### src/rtl/rv32i_types_pkg.sv
// ---------------------------------------------------------------------------
// rv32i_types_pkg
//   Shared vector-datapath types.
//   NUM_LANES    : number of execution lanes fed per element group.
//   offset_t     : element index produced by the vector element counter.
//   lane_issue_t : one issue-buffer entry (group offset, per-lane active bits,
//                  last-group flag).
// ---------------------------------------------------------------------------
package rv32i_types_pkg;

    localparam int NUM_LANES = 2;

    typedef logic [31:0] offset_t;

    typedef struct packed {
        offset_t                offset;
        logic [NUM_LANES-1:0]   lane_en;
        logic                   last;
    } lane_issue_t;

endpackage

### src/rtl/vec_lane_issue_buffer_pkg.sv
// ---------------------------------------------------------------------------
// vec_lane_issue_buffer_pkg
//   Local constants and helpers for the lane issue buffer.
//   CMP_W     : width of the element index comparisons (one guard bit above
//               the 32-bit offset so offset + lane never wraps).
//   MASK_BITS : number of bits in the v0 mask register (VEC_LANE_MASK_EN).
//   is_pow2   : elaboration-time check for the FIFO depth.
// ---------------------------------------------------------------------------
package vec_lane_issue_buffer_pkg;

    localparam int CMP_W     = 33;
    localparam int MASK_BITS = 32;

    function automatic bit is_pow2(input int n);
        return (n >= 2) && ((n & (n - 1)) == 0);
    endfunction

endpackage

### src/rtl/vec_lane_issue_buffer_if.sv
// ---------------------------------------------------------------------------
// vec_lane_issue_buffer_if
//   Bundles the counter-side push interface, the lane-side pop interface and
//   the status signals of vec_lane_issue_buffer.
//   master : element counter / lanes side (drives clear, in_*, vstart, vl,
//            out_ready; observes stall_out, out_*, occupancy, busy).
//   slave  : the issue buffer itself.
//   Optional macro VEC_LANE_MASK_EN adds vmask (v0) and vm (1 = unmasked).
//
// Handshakes:
//   Push side: an offset is taken on a rising clock edge when in_valid is high
//   and stall_out is low; with stall_out high in_valid is ignored and the
//   counter must hold in_offset.  Pop side: the head entry leaves on a rising
//   clock edge when out_valid and out_ready are both high; out_ready while
//   out_valid is low has no effect.  out_* stay stable until popped.
// ---------------------------------------------------------------------------
interface vec_lane_issue_buffer_if
    import rv32i_types_pkg::*;
#(
    parameter int DEPTH = 4
);
    logic                         clear;
    logic                         in_valid;
    offset_t                      in_offset;
    logic                         in_last;
    logic [31:0]                  vstart;
    logic [31:0]                  vl;
`ifdef VEC_LANE_MASK_EN
    logic [31:0]                  vmask;
    logic                         vm;
`endif
    logic                         stall_out;
    logic                         out_valid;
    logic                         out_ready;
    offset_t                      out_offset;
    logic [NUM_LANES-1:0]         out_lane_en;
    logic                         out_last;
    logic [$clog2(DEPTH):0]       occupancy;
    logic                         busy;

    modport master (
`ifdef VEC_LANE_MASK_EN
        output vmask,
        output vm,
`endif
        output clear,
        output in_valid,
        output in_offset,
        output in_last,
        output vstart,
        output vl,
        output out_ready,
        input  stall_out,
        input  out_valid,
        input  out_offset,
        input  out_lane_en,
        input  out_last,
        input  occupancy,
        input  busy
    );

    modport slave (
`ifdef VEC_LANE_MASK_EN
        input  vmask,
        input  vm,
`endif
        input  clear,
        input  in_valid,
        input  in_offset,
        input  in_last,
        input  vstart,
        input  vl,
        input  out_ready,
        output stall_out,
        output out_valid,
        output out_offset,
        output out_lane_en,
        output out_last,
        output occupancy,
        output busy
    );

endinterface

### src/rtl/vec_lane_issue_buffer_en_gen.sv
// ---------------------------------------------------------------------------
// vec_lane_en_gen
//   Combinational per-lane active enables for one element group.
//   offset_i  : first element index of the group.
//   vstart_i  : first element to execute (prestart masking).
//   vl_i      : vector length (tail masking; vl == 0 disables every lane).
//   vmask_i   : v0 mask register        (only with VEC_LANE_MASK_EN).
//   vm_i      : 1 = unmasked operation  (only with VEC_LANE_MASK_EN).
//   lane_en_o : bit i set when element offset_i + i is active.
// ---------------------------------------------------------------------------
module vec_lane_en_gen
    import rv32i_types_pkg::*;
    import vec_lane_issue_buffer_pkg::*;
(
    input  offset_t              offset_i,
    input  logic [31:0]          vstart_i,
    input  logic [31:0]          vl_i,
`ifdef VEC_LANE_MASK_EN
    input  logic [31:0]          vmask_i,
    input  logic                 vm_i,
`endif
    output logic [NUM_LANES-1:0] lane_en_o
);

    for (genvar g = 0; g < NUM_LANES; g++) begin : g_lane
        // Element index carried in 33 bits so an offset near 2^32 compares
        // as a large number instead of wrapping to a small one.
        logic [CMP_W-1:0] elem;
        logic             in_body;

        assign elem    = {1'b0, offset_i} + CMP_W'(g);
        assign in_body = (elem >= {1'b0, vstart_i}) && (elem < {1'b0, vl_i});

`ifdef VEC_LANE_MASK_EN
        // Elements beyond the 32-bit mask register count as masked off.
        logic mask_ok;
        assign mask_ok      = vm_i || ((elem < CMP_W'(MASK_BITS)) && vmask_i[elem[4:0]]);
        assign lane_en_o[g] = in_body && mask_ok;
`else
        assign lane_en_o[g] = in_body;
`endif
    end

endmodule

### src/rtl/vec_lane_issue_buffer.sv
// ---------------------------------------------------------------------------
// vec_lane_issue_buffer
//   Captures each element-group offset from the vector element counter,
//   attaches per-lane active enables (prestart/tail, optionally v0 mask) and
//   queues the result in a DEPTH-entry FIFO feeding the execution lanes.
//   Ports:
//     CLK  : system clock.
//     nRST : asynchronous active-low reset.
//     bus  : vec_lane_issue_buffer_if.slave (clear, push side in_*, vstart,
//            vl, pop side out_*, stall_out, occupancy, busy).
//   Parameter DEPTH : FIFO entries, power of two, at least 2.
//   Optional macro VEC_LANE_MASK_EN : adds v0 mask qualification of lanes.
//   Head outputs come straight from entry registers: an entry pushed into an
//   empty FIFO is visible one cycle later (no bypass path).
// ---------------------------------------------------------------------------
module vec_lane_issue_buffer
    import rv32i_types_pkg::*;
    import vec_lane_issue_buffer_pkg::*;
#(
    parameter int DEPTH = 4
)(
    input  logic                     CLK,
    input  logic                     nRST,
    vec_lane_issue_buffer_if.slave   bus
);

    localparam int PTR_W = $clog2(DEPTH);
    localparam int OCC_W = PTR_W + 1;

    if (!is_pow2(DEPTH)) begin : g_bad_depth
        $error("vec_lane_issue_buffer: DEPTH must be a power of two and at least 2");
    end

    lane_issue_t              mem_q [DEPTH];
    logic [PTR_W-1:0]         wr_ptr_q, wr_ptr_d;
    logic [PTR_W-1:0]         rd_ptr_q, rd_ptr_d;
    logic [OCC_W-1:0]         occ_q, occ_d;

    logic                     full;
    logic                     empty;
    logic                     push;
    logic                     pop;
    logic [NUM_LANES-1:0]     lane_en;
    lane_issue_t              push_entry;
    lane_issue_t              head;

    vec_lane_en_gen u_lane_en (
        .offset_i  (bus.in_offset),
        .vstart_i  (bus.vstart),
        .vl_i      (bus.vl),
`ifdef VEC_LANE_MASK_EN
        .vmask_i   (bus.vmask),
        .vm_i      (bus.vm),
`endif
        .lane_en_o (lane_en)
    );

    assign full  = (occ_q == OCC_W'(DEPTH));
    assign empty = (occ_q == '0);

    // clear wins over both sides; an all-inactive entry is still pushed so
    // the last flag always reaches the lanes.
    assign push = bus.in_valid && !full && !bus.clear;
    assign pop  = !empty && bus.out_ready && !bus.clear;

    assign push_entry.offset  = bus.in_offset;
    assign push_entry.lane_en = lane_en;
    assign push_entry.last    = bus.in_last;

    always_comb begin
        wr_ptr_d = wr_ptr_q;
        rd_ptr_d = rd_ptr_q;
        occ_d    = occ_q;
        if (bus.clear) begin
            wr_ptr_d = '0;
            rd_ptr_d = '0;
            occ_d    = '0;
        end else begin
            if (push) begin
                wr_ptr_d = wr_ptr_q + PTR_W'(1);
            end
            if (pop) begin
                rd_ptr_d = rd_ptr_q + PTR_W'(1);
            end
            case ({push, pop})
                2'b10:   occ_d = occ_q + OCC_W'(1);
                2'b01:   occ_d = occ_q - OCC_W'(1);
                default: occ_d = occ_q;
            endcase
        end
    end

    always_ff @(posedge CLK or negedge nRST) begin
        if (!nRST) begin
            wr_ptr_q <= '0;
            rd_ptr_q <= '0;
            occ_q    <= '0;
        end else begin
            wr_ptr_q <= wr_ptr_d;
            rd_ptr_q <= rd_ptr_d;
            occ_q    <= occ_d;
        end
    end

    // Entry storage carries no reset; validity is tracked by occ_q alone.
    always_ff @(posedge CLK) begin
        if (push) begin
            mem_q[wr_ptr_q] <= push_entry;
        end
    end

    assign head = mem_q[rd_ptr_q];

    // Head fields are forced to zero while empty so stale or unreset entry
    // contents never reach the lanes.
    assign bus.out_valid   = !empty;
    assign bus.out_offset  = empty ? '0 : head.offset;
    assign bus.out_lane_en = empty ? '0 : head.lane_en;
    assign bus.out_last    = empty ? 1'b0 : head.last;
    assign bus.stall_out   = full;
    assign bus.occupancy   = occ_q;
    assign bus.busy        = !empty || bus.in_valid;

endmodule

### src/flat_wrapper.sv
// flat-port wrapper written by rule: the top's interface ports become plain ports
module vec_lane_issue_buffer_flat import rv32i_types_pkg::*; import vec_lane_issue_buffer_pkg::*;
#(
    parameter int DEPTH = 4
)
  (CLK, nRST, bus_clear, bus_in_valid, bus_in_offset, bus_in_last, bus_vstart, bus_vl, bus_out_ready, bus_stall_out, bus_out_valid, bus_out_offset, bus_out_lane_en, bus_out_last, bus_occupancy, bus_busy);
  vec_lane_issue_buffer_if #(.DEPTH(DEPTH)) bus_i ();
  input  logic CLK;
  input  logic nRST;
  input wire logic [$bits(bus_i.clear)-1:0] bus_clear;
  input wire logic [$bits(bus_i.in_valid)-1:0] bus_in_valid;
  input wire logic [$bits(bus_i.in_offset)-1:0] bus_in_offset;
  input wire logic [$bits(bus_i.in_last)-1:0] bus_in_last;
  input wire logic [$bits(bus_i.vstart)-1:0] bus_vstart;
  input wire logic [$bits(bus_i.vl)-1:0] bus_vl;
  input wire logic [$bits(bus_i.out_ready)-1:0] bus_out_ready;
  output wire logic [$bits(bus_i.stall_out)-1:0] bus_stall_out;
  output wire logic [$bits(bus_i.out_valid)-1:0] bus_out_valid;
  output wire logic [$bits(bus_i.out_offset)-1:0] bus_out_offset;
  output wire logic [$bits(bus_i.out_lane_en)-1:0] bus_out_lane_en;
  output wire logic [$bits(bus_i.out_last)-1:0] bus_out_last;
  output wire logic [$bits(bus_i.occupancy)-1:0] bus_occupancy;
  output wire logic [$bits(bus_i.busy)-1:0] bus_busy;
  assign bus_i.clear = bus_clear;
  assign bus_i.in_valid = bus_in_valid;
  assign bus_i.in_offset = bus_in_offset;
  assign bus_i.in_last = bus_in_last;
  assign bus_i.vstart = bus_vstart;
  assign bus_i.vl = bus_vl;
  assign bus_i.out_ready = bus_out_ready;
  assign bus_stall_out = bus_i.stall_out;
  assign bus_out_valid = bus_i.out_valid;
  assign bus_out_offset = bus_i.out_offset;
  assign bus_out_lane_en = bus_i.out_lane_en;
  assign bus_out_last = bus_i.out_last;
  assign bus_occupancy = bus_i.occupancy;
  assign bus_busy = bus_i.busy;
  vec_lane_issue_buffer #(.DEPTH(DEPTH)) u_core (.CLK(CLK), .nRST(nRST), .bus(bus_i));
endmodule
### config.mk
export PLATFORM = sky130hd
export DESIGN_NAME = vec_lane_issue_buffer_flat
export DESIGN_NICKNAME = d
export VERILOG_FILES = /design/src/rtl/rv32i_types_pkg.sv /design/src/rtl/vec_lane_issue_buffer_pkg.sv /design/src/rtl/vec_lane_issue_buffer_if.sv /design/src/rtl/vec_lane_issue_buffer_en_gen.sv /design/src/rtl/vec_lane_issue_buffer.sv /design/src/flat_wrapper.sv
export SDC_FILE = /design/constraint.sdc
export NUM_CORES = 1
export LEC_CHECK = 0
export BUFFER_PORTS_ARGS = -buffer_cell sky130_fd_sc_hd__buf_4
export CAP_MARGIN = 0
export CORE_AREA = 2 2 157 113
export CTS_CLUSTER_DIAMETER = 30
export DETAILED_ROUTE_END_ITERATION = 12
export DIE_AREA = 0 0 159 115
export GPL_TIMING_DRIVEN = 1
export PLACE_DENSITY = 0.78
export SETUP_SLACK_MARGIN = 0.5
export SYNTH_ARGS = -nofsm -noshare
export SYNTH_HDL_FRONTEND = slang
export SYNTH_SLANG_ARGS = --single-unit
### constraint.sdc
create_clock -name CLK -period 2.6 [get_ports CLK]
set_clock_uncertainty 0.1 [all_clocks]
set_input_delay 0.39 -clock CLK [delete_from_list [all_inputs] [get_ports CLK]]
set_output_delay 0.39 -clock CLK [all_outputs]
set_load 0.005 [all_outputs]
# Yosys cells after proc, flatten, opt, wreduce, memory -nomap -nowiden
# Memories as Yosys holds them, arrays and structs flattened.
# Cells that the tools add are included.
# classes
reduce_logical	14
order_cmp	4
eq_ne	3
muxes	11
n_addsub	5
# ops
op	count
adder 32 x 1 -> 33 bit, second input constant	1
>= comparator 33 x 32 -> 1 bit	1
less-than comparator 33 x 32 -> 1 bit	1
>= comparator 32 bit	1
less-than comparator 32 bit	1
2-to-1 mux 32 bit	1
2-to-1 mux 2 bit	5
logical AND 1 bit	6
case mux 3 bit (2 select lines)	1
adder 2 x 1 -> 2 bit, second input constant	2
nonzero test 2 bit	2
adder 3 x 1 -> 3 bit, second input constant	1
== test 3 bit, second input constant	1
zero test 1 bit	3
zero test 3 bit	1
2-to-1 mux 1 bit	3
2-to-1 mux 3 bit	1
nonzero test 3 bit	1
subtractor 3 x 1 -> 3 bit, second input constant	1
== test 2 x 1 -> 1 bit, second input constant	1
== test 2 bit, second input constant	1
logical OR 1 bit	1
# word_totals
ramBits	140
memories	1
wordCells	41
register_bits	7
out_inout_bits	41
# memory_table
memory	depth	word_bits	rd	rd_clocked_by_memory_dff	wr	line_no	source
u_core.mem_q	4	35	1	0	1	vec_lane_issue_buffer.sv:34	lane_issue_t mem_q [DEPTH];

# Depth between registers and ports, before layout
# depth
word_depth	7
depth_mapped	14
ltp_nobuf	14

# By module
# Synthesis repeated with hierarchy kept, for this count alone.
# unflattened
cells_unflattened	767
area_unflattened_um2	9427.8
# by_module_without_submodules
mod	seq_area_each_um2	cells_per_inst	area_per_inst_um2	n_inst
vec_lane_issue_buffer	4379.2	289	5921.9	1
vec_lane_en_gen	0.0	478	3505.9	1

# Worst setup path before layout
# No wires, ideal clock.
# synth_timing
path_kind	input to register
from	input port bus_in_offset[0]
to	memory u_core.mem_q[0][2] (netlist name), data pin
arrival_ps	2861
cell_stages	14
slack_ps	-578
required_time_ps	2283
path_cell_list	ha_1 nand2_1 or3_1 buf_2 nor3_4 nand3_1 xnor2_1 ha_1 and4_1 nor4bb_1 nand3_1 nand3_1 a211oi_1 a211oi_1
# synth_between
elab_chain_len	3
# synth_lines
element	line_no	source
start, declared	flat_wrapper.sv:12	input wire logic [$bits(bus_i.in_offset)-1:0] bus_in_offset;
adder 32 x 1 -> 33 bit *	vec_lane_issue_buffer_en_gen.sv:31	assign elem = {1'b0, offset_i} + CMP_W'(g);
>= comparator 33 x 32 -> 1 bit or less-than comparator 33 x 32 -> 1 bit (tied branches)	vec_lane_issue_buffer_en_gen.sv:32	assign in_body = (elem >= {1'b0, vstart_i}) && (elem < {1'b0, vl_i});
logical AND 1 bit *	vec_lane_issue_buffer_en_gen.sv:32	
named net u_core.u_lane_en.g_lane[1].in_body	vec_lane_issue_buffer_en_gen.sv:29	logic in_body;
end, declared	vec_lane_issue_buffer.sv:34	
# The timed path passes the listed nets; every way through them passes the cells marked *.

# Worst setup path in the final report
# layout_timing
from	input port bus_in_offset[5]
to	memory u_core.mem_q[1][2] (netlist name), data pin
# The elaborated chain is that of the path after synthesis.

==> flow_metrics.py <==
metrics = {
    "placement": {
        "portBuffers": 142,
        "place_congestion": 0.929,
        "hpwl_um": 17500,
        "placed_cells": 1184,
        "pre_cts_slack_ns": -0.791,
        "placed_area_um2": 11300,
    },
    "logic_synthesis": {
        "seq_area_frac_synth_pct": 47.5,
        "synth_top_area_share_pct": 45.6,
        "yosysWarningCount": 0,
        "synthCells": 741,
        "synth_area_leaders": "edfxtp_1, ha_1, mux4_2, inv_1, and2_1",
        "synth_flop_cell": "edfxtp_1",
        "yosysUniqueCellTypes": 49,
        "yosys.cell_count.top_type": "edfxtp_1",
        "synth_edf_count": 140,
        "synth-seq-cells": 147,
        "syn-cell-area_um2": 9230,
        "synthArstFlopShare_pct": 4.76,
        "yosys-top-cells-count": "edfxtp_1, ha_1, inv_1",
        "synth.avg_cell_area_um2": 12.5,
        "syn_nets": 975,
        "synth_area_leader_cell": "edfxtp_1",
    },
    "cts": {
        "cts.sinks": 147,
        "cts_root_buf": "clkbuf_16",
        "clk_pin_slew_ns": 0.06,
        "cts_tree": "yes",
        "cts_buffers": 17,
        "clk_latency_ns": 0.41,
        "cts_buffer_depth": 2,
        "htreeDepth": 4,
    },
    "min_path": {
        "timing.hold.worst.class": "input port to register",
        "hp-start": "bus_in_last",
    },
    "sta": {
        "setup_viol": 4,
        "worstMarginPinSlew_ns": 0.418,
        "fmax_ghz": 0.353,
        "drv_slew": 0,
        "holdWs_ns": 0.0951,
        "period_minus_slack_ns": 2.84,
        "slew_headroom_pct": 71.9,
        "period_share_pct": 109,
        "rsz0062_at_grt": "yes",
        "final_hold_viol_count": 0,
        "layout_setup_ws_ns": -0.236,
    },
    "final_layout": {
        "layout-drive-gt1-share_pct": 40.8,
        "final_cells": 1233,
        "antenna_cells": 0,
        "stdcell_area_um2": 12700,
        "syn2layout_area_growth_pct": 37.4,
        "fin_nets": 1223,
    },
    "setup_path": {
        "slowest_delay_ns": 0.40,
        "crit_buf_inv": 4,
        "crit_type": "input port to register",
        "crit_arrival_ns": 2.94,
        "worstSetupStartpointType": "input port",
        "crit_path_cell_trace": "buf_6, inv_2, nor4_4, buf_4, buf_4, nand3_2, xnor2_2, ha_1, nand4_1, or3_1, o221ai_2, a211oi_2, a211oi_2",
        "cp-startpoint": "bus_in_offset[5]",
        "cp_slowest_cell": "or3_1",
        "critical_path_required_ns": 2.70,
        "crit_fanout": 4,
        "cp-end-kind": "register",
        "reg2reg_from": "u_core.bus.occupancy[0]",
        "cpLargestDelayFamily": "simple AND/OR/NAND/NOR gates",
    },
    "floorplan": {
        "rows": 40,
        "start_util_pct": 54.9,
        "core-area_um2": 16800,
        "die_h_um": 115,
        "die_area_um2": 18300,
        "io_pins": 143,
        "die_w_um": 159,
    },
    "drt": {
        "wl_met3_um": 2200,
        "wl_um": 26400,
        "top_layer_used": "met4",
        "final_antenna_net_count": 0,
        "firstDrtPassIters": 5,
        "route.detailed.wl_per_inst_um": 21.4,
        "viasPerCell": 5.87,
        "drc": 0,
        "num_vias": 7238,
        "drtIter0Drc": 647,
        "drt-met1-wl_um": 11500,
        "met2WireLength_um": 12100,
    },
    "pwr": {
        "powerDensity_nw_per_um2": 682,
        "irDropWorstVdd_mv": 0.520,
        "p_leak_uw": 0.00541,
    },
    "grt": {
        "grt_max_degree": 37,
        "grtUsageTotal_pct": 28.7,
        "first_global_vias": 7108,
        "grt-ovfl-total": 0,
        "antenna_found_initial": 0,
        "grt_pass1_wl_um": 39500,
    },
    "run_status": {
        "status": "finished, violations left",
        "violations": "setup timing",
    },
    "flow_run": {
        "maxCapViolCount": 0,
    },
}
-- where the power goes --
| group | switching, uW | leakage (uW) | internal, uW |
|---|---|---|---|
| logic | 1540 | 0.00379 | 2100 |
| clock network | 853 | 0.000252 | 1300 |
| registers | 92.7 | 0.00136 | 2770 |
| total | 2480 | 0.00541 | 6160 |
-- repair_timing --
item,CTS,global route
resized for setup,104,55
buffers inserted,9,4
cloned,3,0
pin swaps,33,26
hold endpoints to repair,7,0
hold buffers,1,0
setup endpoints to repair,95,154
-- sequential cells by signal, indices dropped and copies added (netlist names) --
| name | cells |
|---|---|
| u_core.rd_ptr_q | 2 |
| u_core.wr_ptr_q | 2 |
| u_core.bus.occupancy | 3 |
| u_core.mem_q | 140 |
-- logic make-up after synthesis --
kind of cell,share of synthesized area (%)
compound gates,6.93
fa+ha+maj,18.0
buf+inv,3.66
simple gates,11.9
xor+xnor,3.32
mux,8.76
flops,47.5
-- through the flow --
| step | utilization (%) | setup TNS (ns) | total power (uW) |
|---|---|---|---|
| final | 75.4 | -0.943 | 8640 |
| after global placement | 67.4 | -2.87 | 5550 |
| after detailed placement | 67.4 | -3.64 | 5610 |
| after CTS | 73.9 | -0.586 | 8400 |
| after global routing | 75.4 | -1.50 | 8990 |
| after floorplan | - | -1.25 | 4330 |
-- cells in the final DEF, fill, tap and decap left out, types with 21 or more instances in the layout --
master      n
nand2_1    41
ha_1      124
edfxtp_1  140
mux4_2     35
nor2_1     22
and2_4     35
buf_4     179
buf_6      50
nand3_1    21
inv_1      68
a21oi_1    40
-- routing by layer --
| metal | track usage [%] | vias up |
|---|---|---|
| met1 | 41.1 | 3496 |
| li1 | - | 3307 |
| met3 | 4.83 | 48 |
| met4 | 9.09 | 0 |
| met2 | 45.6 | 387 |
| met5 | 0 | - |
-- final cells by class --
class	instances	area, um^2
tap	231	289
timing repair buffer	244	2190
clock inverter	8	61.3
fill	1064	4140
clock buffer	24	452
multi-input combinational	506	5020
inverter	73	274
sequential	147	4380
-- path summary, 6_finish.rpt --
kind                       cells after the start  slack (ns)                 endpoint
max                                           13       -0.24       u_core.mem_q[1][2]
min                                            1         0.1       u_core.mem_q[3][0]
max reg2reg                                    6        0.62  u_core.bus.occupancy[1]
min reg2reg                                    2        0.51       u_core.wr_ptr_q[1]
max in group asynchronous                      2        2.02       u_core.rd_ptr_q[0]
min in group asynchronous                      2        0.24  u_core.bus.occupancy[0]
Note: power is estimated with default switching activity, not from simulation.
